`src/rtl/wb_cmd_master_pkg.sv`:
```
`default_nettype none
// +--------------------------------------------------------------------+
// | Module  : wb_cmd_master_pkg                                        |
// | Brief   : Completion codes and FSM state type for wb_cmd_master.   |
// | Revision: 1.0 - initial release                                    |
// +--------------------------------------------------------------------+
package wb_cmd_master_pkg;

  localparam logic [1:0] C_STATUS_OK      = 2'b00;
  localparam logic [1:0] C_STATUS_ERR     = 2'b01;
  localparam logic [1:0] C_STATUS_RTY     = 2'b10;
  localparam logic [1:0] C_STATUS_TIMEOUT = 2'b11;

  typedef enum logic [2:0] {
    ST_IDLE    = 3'd0,
    ST_REQ     = 3'd1,
    ST_WAIT    = 3'd2,
    ST_BACKOFF = 3'd3,
    ST_RSP     = 3'd4
  } state_t;

endpackage
`default_nettype wire

```
`src/rtl/wb_cmd_master.sv`:
```
`default_nettype none
// +--------------------------------------------------------------------+
// | Module  : wb_cmd_master                                            |
// | Brief   : Single-beat command to Wishbone pipelined master with    |
// |           bounded retry and watchdog timeout.                      |
// | Revision: 1.0 - initial release                                    |
// +--------------------------------------------------------------------+
module wb_cmd_master
  import wb_cmd_master_pkg::*;
#(
  parameter int G_ADDR_WIDTH = 32,
  parameter int G_DATA_WIDTH = 32,
  parameter int G_TIMEOUT    = 255,
  parameter int G_MAX_RETRY  = 3
) (
  input  logic                      clk_i,
  input  logic                      rst_i,
  input  logic                      cmd_valid_i,
  output logic                      cmd_ready_o,
  input  logic                      cmd_we_i,
  input  logic [G_ADDR_WIDTH-1:0]   cmd_adr_i,
  input  logic [G_DATA_WIDTH/8-1:0] cmd_sel_i,
  input  logic [G_DATA_WIDTH-1:0]   cmd_dat_i,
  output logic                      rsp_valid_o,
  input  logic                      rsp_ready_i,
  output logic [G_DATA_WIDTH-1:0]   rsp_dat_o,
  output logic [1:0]                rsp_status_o,
  output logic                      wb_cyc_o,
  output logic                      wb_stb_o,
  output logic                      wb_we_o,
  output logic [G_ADDR_WIDTH-1:0]   wb_adr_o,
  output logic [G_DATA_WIDTH/8-1:0] wb_sel_o,
  output logic [G_DATA_WIDTH-1:0]   wb_dat_o,
  input  logic [G_DATA_WIDTH-1:0]   wb_dat_i,
  input  logic                      wb_ack_i,
  input  logic                      wb_err_i,
  input  logic                      wb_rty_i,
  input  logic                      wb_stall_i
);

  localparam int TMO_W = $clog2(G_TIMEOUT + 1);
  localparam int RTY_W = (G_MAX_RETRY < 1) ? 1 : $clog2(G_MAX_RETRY + 1);

  state_t                  r_state;
  logic [TMO_W-1:0]        r_tmo_cnt;
  logic [RTY_W-1:0]        r_rty_cnt;

  logic                    w_tmo_hit;
  logic                    w_done;
  logic                    w_backoff;
  logic [1:0]              w_status;
  logic [G_DATA_WIDTH-1:0] w_rdat;

  // The edge that completes the G_TIMEOUT-th bus cycle is the abort edge.
  assign w_tmo_hit = (r_tmo_cnt == TMO_W'(G_TIMEOUT - 1));

  // Termination decode, priority err > rty > ack > watchdog.
  always_comb begin
    w_done    = 1'b1;
    w_backoff = 1'b0;
    w_status  = C_STATUS_OK;
    w_rdat    = '0;
    if (wb_err_i) begin
      w_status = C_STATUS_ERR;
    end else if (wb_rty_i) begin
      if (r_rty_cnt < RTY_W'(G_MAX_RETRY)) begin
        w_done    = 1'b0;
        w_backoff = 1'b1;
      end else begin
        w_status = C_STATUS_RTY;
      end
    end else if (wb_ack_i) begin
      w_rdat = wb_we_o ? '0 : wb_dat_i;
    end else if (w_tmo_hit) begin
      w_status = C_STATUS_TIMEOUT;
    end else begin
      w_done = 1'b0;
    end
  end

  always_ff @(posedge clk_i or posedge rst_i) begin
    if (rst_i) begin
      r_state      <= ST_IDLE;
      r_tmo_cnt    <= '0;
      r_rty_cnt    <= '0;
      cmd_ready_o  <= 1'b1;
      rsp_valid_o  <= 1'b0;
      rsp_dat_o    <= '0;
      rsp_status_o <= C_STATUS_OK;
      wb_cyc_o     <= 1'b0;
      wb_stb_o     <= 1'b0;
      wb_we_o      <= 1'b0;
      wb_adr_o     <= '0;
      wb_sel_o     <= '0;
      wb_dat_o     <= '0;
    end else begin
      case (r_state)
        ST_IDLE: begin
          if (cmd_valid_i) begin
            wb_we_o     <= cmd_we_i;
            wb_adr_o    <= cmd_adr_i;
            wb_sel_o    <= cmd_sel_i;
            wb_dat_o    <= cmd_dat_i;
            wb_cyc_o    <= 1'b1;
            wb_stb_o    <= 1'b1;
            cmd_ready_o <= 1'b0;
            r_tmo_cnt   <= '0;
            r_rty_cnt   <= '0;
            r_state     <= ST_REQ;
          end
        end

        ST_REQ, ST_WAIT: begin
          r_tmo_cnt <= r_tmo_cnt + TMO_W'(1);
          if (w_done) begin
            wb_cyc_o     <= 1'b0;
            wb_stb_o     <= 1'b0;
            rsp_valid_o  <= 1'b1;
            rsp_status_o <= w_status;
            rsp_dat_o    <= w_rdat;
            r_state      <= ST_RSP;
          end else if (w_backoff) begin
            wb_cyc_o  <= 1'b0;
            wb_stb_o  <= 1'b0;
            r_rty_cnt <= r_rty_cnt + RTY_W'(1);
            r_state   <= ST_BACKOFF;
          end else if (r_state == ST_REQ && !wb_stall_i) begin
            wb_stb_o <= 1'b0;
            r_state  <= ST_WAIT;
          end
        end

        ST_BACKOFF: begin
          wb_cyc_o  <= 1'b1;
          wb_stb_o  <= 1'b1;
          r_tmo_cnt <= '0;
          r_state   <= ST_REQ;
        end

        ST_RSP: begin
          if (rsp_ready_i) begin
            rsp_valid_o <= 1'b0;
            cmd_ready_o <= 1'b1;
            r_state     <= ST_IDLE;
          end
        end

        default: r_state <= ST_IDLE;
      endcase
    end
  end

endmodule
`default_nettype wire

```
`config.mk`:
```
export PLATFORM = sky130hd
export DESIGN_NAME = wb_cmd_master
export DESIGN_NICKNAME = d
export VERILOG_FILES = /design/src/rtl/wb_cmd_master_pkg.sv /design/src/rtl/wb_cmd_master.sv
export SDC_FILE = /design/constraint.sdc
export NUM_CORES = 1
export LEC_CHECK = 0
export CORE_MARGIN = 2
export CORE_UTILIZATION = 47
export CTS_BUF_LIST = sky130_fd_sc_hd__clkbuf_2 sky130_fd_sc_hd__clkbuf_4 sky130_fd_sc_hd__clkbuf_8
export DETAILED_ROUTE_END_ITERATION = 8
export PLACE_DENSITY = 0.95
export SYNTH_ARGS = -nofsm -noshare
export SYNTH_HDL_FRONTEND = slang
export SYNTH_SLANG_ARGS = --single-unit
```
`constraint.sdc`:
```
create_clock -name clk_i -period 8.8 [get_ports clk_i]
set_input_delay 1.76 -clock clk_i [delete_from_list [all_inputs] [get_ports clk_i]]
set_output_delay 1.76 -clock clk_i [all_outputs]
set_load 0.05 [all_outputs]
```
# ---- After elaboration in Yosys (flattened, before gate mapping)
# Cells that the tools add are included.
dict set report totals {
  out_inout_bits 107
  register_bits 120
  input_bits 109
}
dict set report classes {
  n_reduce_logical 17
  n_mux 43
  n_eq_ne 12
  add_sub_neg 2
  order_cmp 1
}
# operator count
set ops {}
lappend ops {{two-way mux 32 bit} 4}
lappend ops {{one-hot mux 8 bit (3 select lines)} 1}
lappend ops {{two-way mux 1 bit} 18}
lappend ops {{two-way mux 2 bit} 8}
lappend ops {{two-way mux 3 bit} 5}
lappend ops {{AND reduction 3 bit} 5}
lappend ops {{one-hot mux 3 bit (4 select lines)} 1}
lappend ops {{!= test 2 bit (second input constant)} 5}
lappend ops {{adder 8 x 1 -> 8 bit (second input constant)} 1}
lappend ops {{equality test 8 bit (second input constant)} 1}
lappend ops {{two-way mux 8 bit} 1}
lappend ops {{equality test 3 x 2 -> 1 bit (second input constant)} 2}
lappend ops {{one-hot mux 1 bit (3 select lines)} 2}
lappend ops {{AND reduction 2 bit} 3}
lappend ops {{nonzero test 2 bit} 3}
lappend ops {{!= test 4 bit (second input constant)} 1}
lappend ops {{one-hot mux 1 bit (2 select lines)} 2}
lappend ops {{one-hot mux 2 bit (2 select lines)} 1}
lappend ops {{AND reduction 4 bit} 1}
lappend ops {{equality test 3 x 1 -> 1 bit (second input constant)} 1}
lappend ops {{equality test 3 bit (second input constant)} 1}
lappend ops {{logical NOT 3 bit} 1}
lappend ops {{!= test 3 bit (second input constant)} 1}
lappend ops {{nonzero test 3 bit} 1}
lappend ops {{other kinds (5)} 5}

# ---- Logic depth before layout (Yosys ltp)
# Gate-level depths: netlist of run 1.
dict set report depth {
  ltp_word 7
  mapped_depth 7
  mapped_depth_nobuf 5
}

# ---- Worst setup path before layout of run 1
# Ideal clock, no wire load.
dict set report synth_path {
  path_type {input to register}
  from {in wb_err_i}
  to {reg rsp_dat_o[0]}
  path_slack_ns 5.711
  cell_stages 6
  arrival_ns 3.010
  cell_sequence {or3_1 -> a41oi_2 -> or3_1 -> buf_6 -> buf_6 -> mux2i_1}
}
dict set report synth_between {
  elab_chain_len 2
  word_cells_on_any_way 3
}
# element line_no
set synth_lines {}
lappend synth_lines {{start: declaration} wb_cmd_master.sv:36} ;# input logic wb_err_i,
lappend synth_lines {{two-way mux 1 bit} wb_cmd_master.sv:63} ;# if (wb_err_i) begin
lappend synth_lines {{AND reduction 2 bit (no source line)} n/a}
lappend synth_lines {{end signal: assignment} wb_cmd_master.sv:120} ;# rsp_dat_o <= w_rdat;
lappend synth_lines {{end: declaration} wb_cmd_master.sv:26} ;# output logic [G_DATA_WIDTH-1:0] rsp_dat_o,
# Parallel ways exist; a longest one is shown, timed or not.
# A chain may end at the register's enable or synchronous reset.

# ---- Worst setup path in the final report of run 1
dict set report layout_path {
  from {in cmd_valid_i}
  to {reg wb_adr_o[12]}
}
dict set report layout_between {
  elab_chain_len 1
}
# element line_no
set layout_lines {}
lappend layout_lines {{start: declaration} wb_cmd_master.sv:18} ;# input logic cmd_valid_i,
lappend layout_lines {{AND reduction 2 bit (no source line)} n/a}
lappend layout_lines {{end signal: assignment} wb_cmd_master.sv:101} ;# wb_adr_o <= cmd_adr_i;
lappend layout_lines {{end: declaration} wb_cmd_master.sv:31} ;# output logic [G_ADDR_WIDTH-1:0] wb_adr_o,
# Every way passes these cells.

==> impl_results.md, run 1 <==
- Register bit total from synthesis: 120
- CTS buffer count: 17
- R2r setup slk: 6.00 ns
- Worst skew pair latency: 0.42 ns
- Core ar.: 10300 um2
- CTS sink cnt: 120
- Gpl congestion: 0.763
- Worst slack, placed: 4.59 ns
- Hold path start: wb_adr_o[9]
- Routed WL per cell: 16.5 um
- Setup TNS: 0 ns
- Worst min-delay path endpoint: wb_adr_o[9]
- Die Y: 107 um
- Floorplan row count: 37
- Vias: 3712
- Number of global-route vias before repair: 3949
- Antenna Nets Post-Route: 0
- Rel. slew slack: 0.340
- DR vias/cell: 4.93
- WHS Path Cells: 1
- Status: completed
- Worst Reg-to-Reg Cells: 5
- Initial drt markers: 130
- Worst hold path type: reg2reg
- Fin Clk Skew: 0.0141 ns
- Final Non-Filler Cells: 753
- Routed WL: 12.5 mm
- Initial Util: 0.481
- Die area: 11300 um2
- Logic pwr share: 0.534
- Max Slew Vio Count: 0
- LEAKAGE: 3.32 nW
- Post-CTS setup buffer count: 0
- Die Wd: 107 um
- Residual DRC: 0
- Worst EP required: 9.09 ns
- GRT overflow: 0
- Crit Reg-Reg Startpoint: r_state[1]
- Clock buffer depth: 2
- H-tree levels: 4
- CP max FO: 39
- Most frequent cells in the layout: clkdlybuf4s50_1 (215), dfrtp_1 (119), mux2_2 (70), nand2_1 (41), inv_1 (39)
- Flop pwr share: 0.291
- FF-to-FF End: wb_adr_o[12]
- Worst IR Drop VDD: 0.220 mV
- Placed cell count: 722
- First-pass GRT wire length: 19.6 mm
- Element type at the critical path end: flop
- Yosys warns: 0
- PortBufs: 215
- Critical path arrival: 4.06 ns
- Leading cell type in the layout, fill and taps excluded: clkdlybuf4s50_1
- Hold slack: 0.506 ns
- Critical path startpoint category: input pin
- 1st-pass router iterations: 4
- Fmax: 265 MHz
- Avg Inst Size Synth: 12.8 um2
- Sequential cell area fraction in the yosys report: 0.608
- Netlist Area Pre-Place: 4940 um2
- Largest net degree at the start of global routing: 68
- Share of post-route cells with drive strength above 1: 0.182
- Crit path cell chain: clkdlybuf4s50_1 > nand2_1 > nor2_4 > buf_4 > mux2_2
- Switching Share: 0.445
- CTS Hold Bufs: 0
- Nets: 717
- Crit Path Category: in2reg
- HPWL after detailed placement: 9.25 mm
- Fin worst setup slack: 5.03 ns
- Tmin final: 3.77 ns
- CP max stage delay: 0.71 ns
- Clk slew on worst S/H paths: 0.06 ns
- CTS tree: yes
- PwrDens: 410 nW/um2
- Final Hold Viols: 0
- Number of diodes: 0
- Clk network pwr share: 0.175
- Synth unique cells: 34
- Area delta synth->final: 54.7%
- Crit share post-route: 0.428
- Least-Margin Pin Slew: 0.989 ns
- NetSw: 1.40 mW
- Antenna violations before repair: 0
- Root Driver: clkbuf_8
- Fill count: 685
- Syn Nets: 497
- Post-Syn Instances: 385
- Setup violations, final: 0
- Internal power: 1.74 mW
- Io pins: 216
- Number of gates resized after cts: 0
- Max Cap Violations: 0
- RSZ-0062 raised after global routing: false
- Slowest CP cell: nor2_4
- GR Util All Layers: 0.224
-- metrics by stage --
stage / area (um2) / util / power, mW
2_1_floorplan: 4940 / - / 2.03
3_3_place_gp: 7200 / 0.700 / 2.55
3_5_place_dp: 7200 / 0.700 / 2.61
4_1_cts: 7640 / 0.744 / 3.16
5_1_grt: 7640 / 0.744 / 3.27
6_report: 7640 / 0.744 / 3.14
-- worst max-delay path: cells and delay by family --
family | cells | cell delay (ns)
buf+inv | 2 | 1.04
mux | 1 | 0.40
simple gates | 2 | 0.84
-- cells in the mapped netlist --
master,n,share of area
dfrtp_1,119,0.60
a32oi_1,1,0.0018
or2_2,1,0.0013
a311oi_1,1,0.0018
and4_1,1,0.0018
a31o_2,1,0.0018
nor3_1,3,0.0030
o21a_1,1,0.0015
nand4_1,1,0.0013
buf_6,4,0.0091
buf_4,1,0.0015
o21ai_0,6,0.0061
o31ai_1,1,0.0015
nor2_1,13,0.0099
mux2i_1,34,0.069
mux2_2,70,0.16
a21oi_1,8,0.0081
nand3b_1,2,0.0030
xnor2_1,3,0.0053
inv_1,40,0.030
nor4_1,4,0.0051
or3_1,4,0.0051
dfstp_2,1,0.0053
a41oi_2,1,0.0033
and2_1,1,0.0013
buf_2,6,0.0061
nand2_1,41,0.031
nand3_1,2,0.0020
nor4b_1,1,0.0018
nor3b_1,1,0.0015
ha_1,3,0.0076
clkbuf_1,6,0.0046
o2bb2ai_1,2,0.0035
nand2b_1,1,0.0013
-- cell type report --
cell class	instances	area (um2)	area share
timing repair buffer	218	2170	0.284
clock buffer	23	304	0.0398
tap	136	170	0.0223
clock inverter	8	143	0.0187
sequential	120	3000	0.393
inverter	40	153	0.0200
multi-input combinational	208	1700	0.222
-- worst max-delay path by stage --
stage,end,from
finish,wb_adr_o[12],cmd_valid_i
global route,r_state[2],wb_err_i
CTS,wb_adr_o[12],cmd_valid_i
detailed placement,wb_adr_o[26],cmd_valid_i
global placement,wb_adr_o[8],cmd_valid_i
floorplan,r_rty_cnt[0],rst_i
-- per-layer routing --
metal,vias up,wire length (um),global-route usage
met5,-,0,0
met4,0,167,0.0853
met3,18,758,0.0546
met2,159,6570,0.397
met1,1806,4960,0.263
li1,1729,-,-
-- cell families after synthesis --
kind of cell	synth area share
DFF	0.608
AOI/OAI and AO/OA	0.0294
adders and majority gates	0.00760
and+or+nand+nor	0.0694
muxes	0.228
buffers and inverters	0.0517
xor gates and xnor gates	0.00532
-- power by group through the flow --
stage	combinational, mW	clock, mW	sequential (mW)
floorplan	0.409	0	1.62
global placement	1.65	0	0.902
detailed placement	1.69	0	0.920
CTS	1.69	0.559	0.912
global route	1.74	0.586	0.938
finish	1.68	0.549	0.912
-- flip-flops by register name (all words and copies together), names as in the netlist --
register,count
rsp_dat_o,32
wb_adr_o,32
wb_dat_o,32
r_tmo_cnt,8
wb_sel_o,4
r_state,3
r_rty_cnt,2
rsp_status_o,2
cmd_ready_o,1
rsp_valid_o,1
wb_cyc_o,1
wb_stb_o,1
wb_we_o,1
Power figures use the tool's default switching activity.
==> run 2: changes to the inputs <==
--- a/config.mk
+++ b/config.mk
@@ -6,10 +6,10 @@
 export NUM_CORES = 1
 export LEC_CHECK = 0
 export CORE_MARGIN = 2
-export CORE_UTILIZATION = 47
+export CORE_UTILIZATION = 39
 export CTS_BUF_LIST = sky130_fd_sc_hd__clkbuf_2 sky130_fd_sc_hd__clkbuf_4 sky130_fd_sc_hd__clkbuf_8
 export DETAILED_ROUTE_END_ITERATION = 8
-export PLACE_DENSITY = 0.95
+export PLACE_DENSITY = 0.86
 export SYNTH_ARGS = -nofsm -noshare
 export SYNTH_HDL_FRONTEND = slang
 export SYNTH_SLANG_ARGS = --single-unit
==> constraint.sdc (replaced) <==
create_clock -name clk_i -period 3.3 [get_ports clk_i]
set_input_delay 0.66 -clock clk_i [delete_from_list [all_inputs] [get_ports clk_i]]
set_output_delay 0.66 -clock clk_i [all_outputs]
set_load 0.05 [all_outputs]
==> run 2 against run 1 <==
Critical path depth fell by 4. Sequential power grew to 2.7 times the previous value. Combinational power grew to 2.7 times the previous value. Register-to-register slack worse by 5.0 ns. First-iteration DRC count increased by 76%.
==> impl_results.md, run 2 (synthesis results as in run 1) <==
- Fin worst setup slack: 0.838 ns (-4.19 ns)
- M1 WL: 5.00 mm (+0.79%)
- Number of gates resized after cts: 0 (unchanged)
- CTS buffer count: 17 (unchanged)
- First-pass GRT wire length: 18.6 mm (-4.9%)
- GRT overflow: 0 (unchanged)
- Crit Reg-Reg Startpoint: r_state[1]
- Worst IR Drop VDD: 0.381 mV (+73%)
- CTS Hold Bufs: 0 (unchanged)
- Tmin final: 2.46 ns
- Largest net degree at the start of global routing: 68 (unchanged)
- 1st-pass router iterations: 6 (+2)
- CP Depth: 1 (-4)
- CP delay by family, top: buffers and inverters
- Routed WL: 12.2 mm (-2.2%)
- Max Slew Vio Count: 0 (unchanged)
- CP max stage delay: 0.84 ns (+0.13 ns)
- Design area: 7780 um2 (+1.7%)
- CTS tree: yes
- Multi-input logic area: 1700 um2 (unchanged)
- Core ar.: 12500 um2 (+22%)
- Placed cell count: 760 (+5.3%)
- Hold path start: wb_dat_o[9]
- Total power: 8.50 mW (+170%)
- DR vias/cell: 4.72 (-4.3%)
- Gpl congestion: 0.856 (+12%)
- H-tree levels: 4 (unchanged)
- Crit share post-route: 0.746
- Worst skew pair latency: 0.42 ns (about the same)
- Share of post-route cells with drive strength above 1: 0.185 (+0.00396)
- Buf+Inv Stages, Crit Path: 1 (-1)
- GR Util All Layers: 0.177 (-0.0466)
- Setup crit start: cmd_ready_o
- Area delta synth->final: 57.4%
- Fin util: 0.621 (-0.122)
- Max Used Layer: met4
- Initial drt markers: 229 (+76%)
- Fill count: 999 (+46%)
- Leading cell type in the layout, fill and taps excluded: clkdlybuf4s50_1
- Vias: 3735 (+0.62%)
- Worst slack, placed: 0.564 ns (-4.03 ns)
- LEAKAGE: 3.35 nW (+1.0%)
- CTS sink cnt: 120 (unchanged)
- CP max FO: 3 (-92%)
- Element type at the critical path end: output port
- Residual DRC: 0 (unchanged)
- Critical path startpoint category: flop
- Initial Util: 0.395 (-0.0860)
- Rel. slew slack: 0.531 (+0.191)
- Worst EP required: 2.64 ns (-6.45 ns)
- Number of diodes: 0 (unchanged)
- Final Non-Filler Cells: 792 (+5.2%)
- Antenna Nets Post-Route: 0 (unchanged)
- Hold slack: 0.508 ns (+0.00236 ns)
- Metal3 WL: 1.07 mm (+41%)
- Most frequent cells in the layout: clkdlybuf4s50_1 (215), dfrtp_1 (119), mux2_2 (70), nand2_1 (41), inv_1 (39)
- Critical path arrival: 1.80 ns (-2.26 ns)
- Clock buffer depth: 2 (unchanged)
- Routed met2 length: 5.95 mm (-9.5%)
- Biggest regs: rsp_dat_o x32, wb_adr_o x32, wb_dat_o x32
- HPWL after detailed placement: 9.13 mm (-1.3%)
- Setup violations, final: 0 (unchanged)
- Cell Area, Placed: 7300 um2 (+1.4%)
- Max Cap Violations: 0 (unchanged)
- Setup TNS: 0 ns (unchanged)
- Worst hold path type: reg2reg
- Nets: 719 (+0.28%)
- Die area: 13600 um2 (+20%)
- Die Wd: 117 um (+9.4%)
- RSZ-0062 raised after global routing: false
- Crit Path Category: reg2out
- Crit path cell chain: clkdlybuf4s50_1
- Post-CTS setup buffer count: 0 (unchanged)
- PortBufs: 215 (unchanged)
- Antenna violations before repair: 0 (unchanged)
- Fmax: 406 MHz
- Final Hold Viols: 0 (unchanged)
- Clk slew on worst S/H paths: 0.07 ns (about the same)
- Slowest CP cell: clkdlybuf4s50_1
- Routed WL per cell: 15.4 um (-7.0%)
- PwrDens: 1090 nW/um2 (+170%)
- Least-Margin Pin Slew: 0.702 ns (-0.287 ns)
- Io pins: 216 (unchanged)
- Worst Reg-to-Reg Cells: 5 (unchanged)
- Fin Clk Skew: 0.0116 ns (-0.00246 ns)
- Number of global-route vias before repair: 3817 (-3.3%)
- WHS Path Cells: 1 (unchanged)
- R2r setup slk: 1.04 ns (-4.96 ns)
- Root Driver: clkbuf_8
- Register area: 3000 um2 (unchanged)
- Floorplan row count: 41 (+11%)
- Status: completed
- Die Y: 117 um (+9.4%)
-- run 2: cell types whose count changed in the layout (fill, tap and decap cells not counted), sizes merged --
cell,delta
clkinvlp,+1
clkinv,+3
clkbuf,-4
buf,+2
inv,-1
bufinv,+2
-- run 2: cell type report --
class / count / area share
Inverter: 40 / 0.0198
Multi-Input combinational cell: 208 / 0.218
Tap cell: 172 / 0.0277
Sequential cell: 120 / 0.386
Clock inverter: 13 / 0.0290
Timing Repair Buffer: 220 / 0.286
Clock buffer: 19 / 0.0328
-- run 2: power by group --
part	internal [mW]	switching [mW]
logic	1.68	2.81
registers	2.07	0.358
clock network	1.00	0.582
total	4.75	3.75
-- run 2: path summary, 6_finish.rpt --
| path | to |
|---|---|
| worst max register to register | rsp_dat_o[6] |
| max in group asynchronous | wb_adr_o[25] |
| worst min-delay path | wb_dat_o[9] |
| worst max-delay path | cmd_ready_o |
| worst min register to register | wb_dat_o[9] |
| min in group asynchronous | rsp_dat_o[7] |
-- run 2: layer usage --
layer,GRT usage,up-vias
met5,0,-
met4,0.0596,0
met3,0.0618,15
met2,0.297,164
met1,0.216,1817
li1,-,1739
-- run 2: worst reg2reg max path, stage by stage (launching register included) --
cell     delay (ns)
dfrtp_1        0.44
and2_1         0.19
or3_1          0.52
or3_2          0.57
buf_12         0.20
mux2i_1        0.20
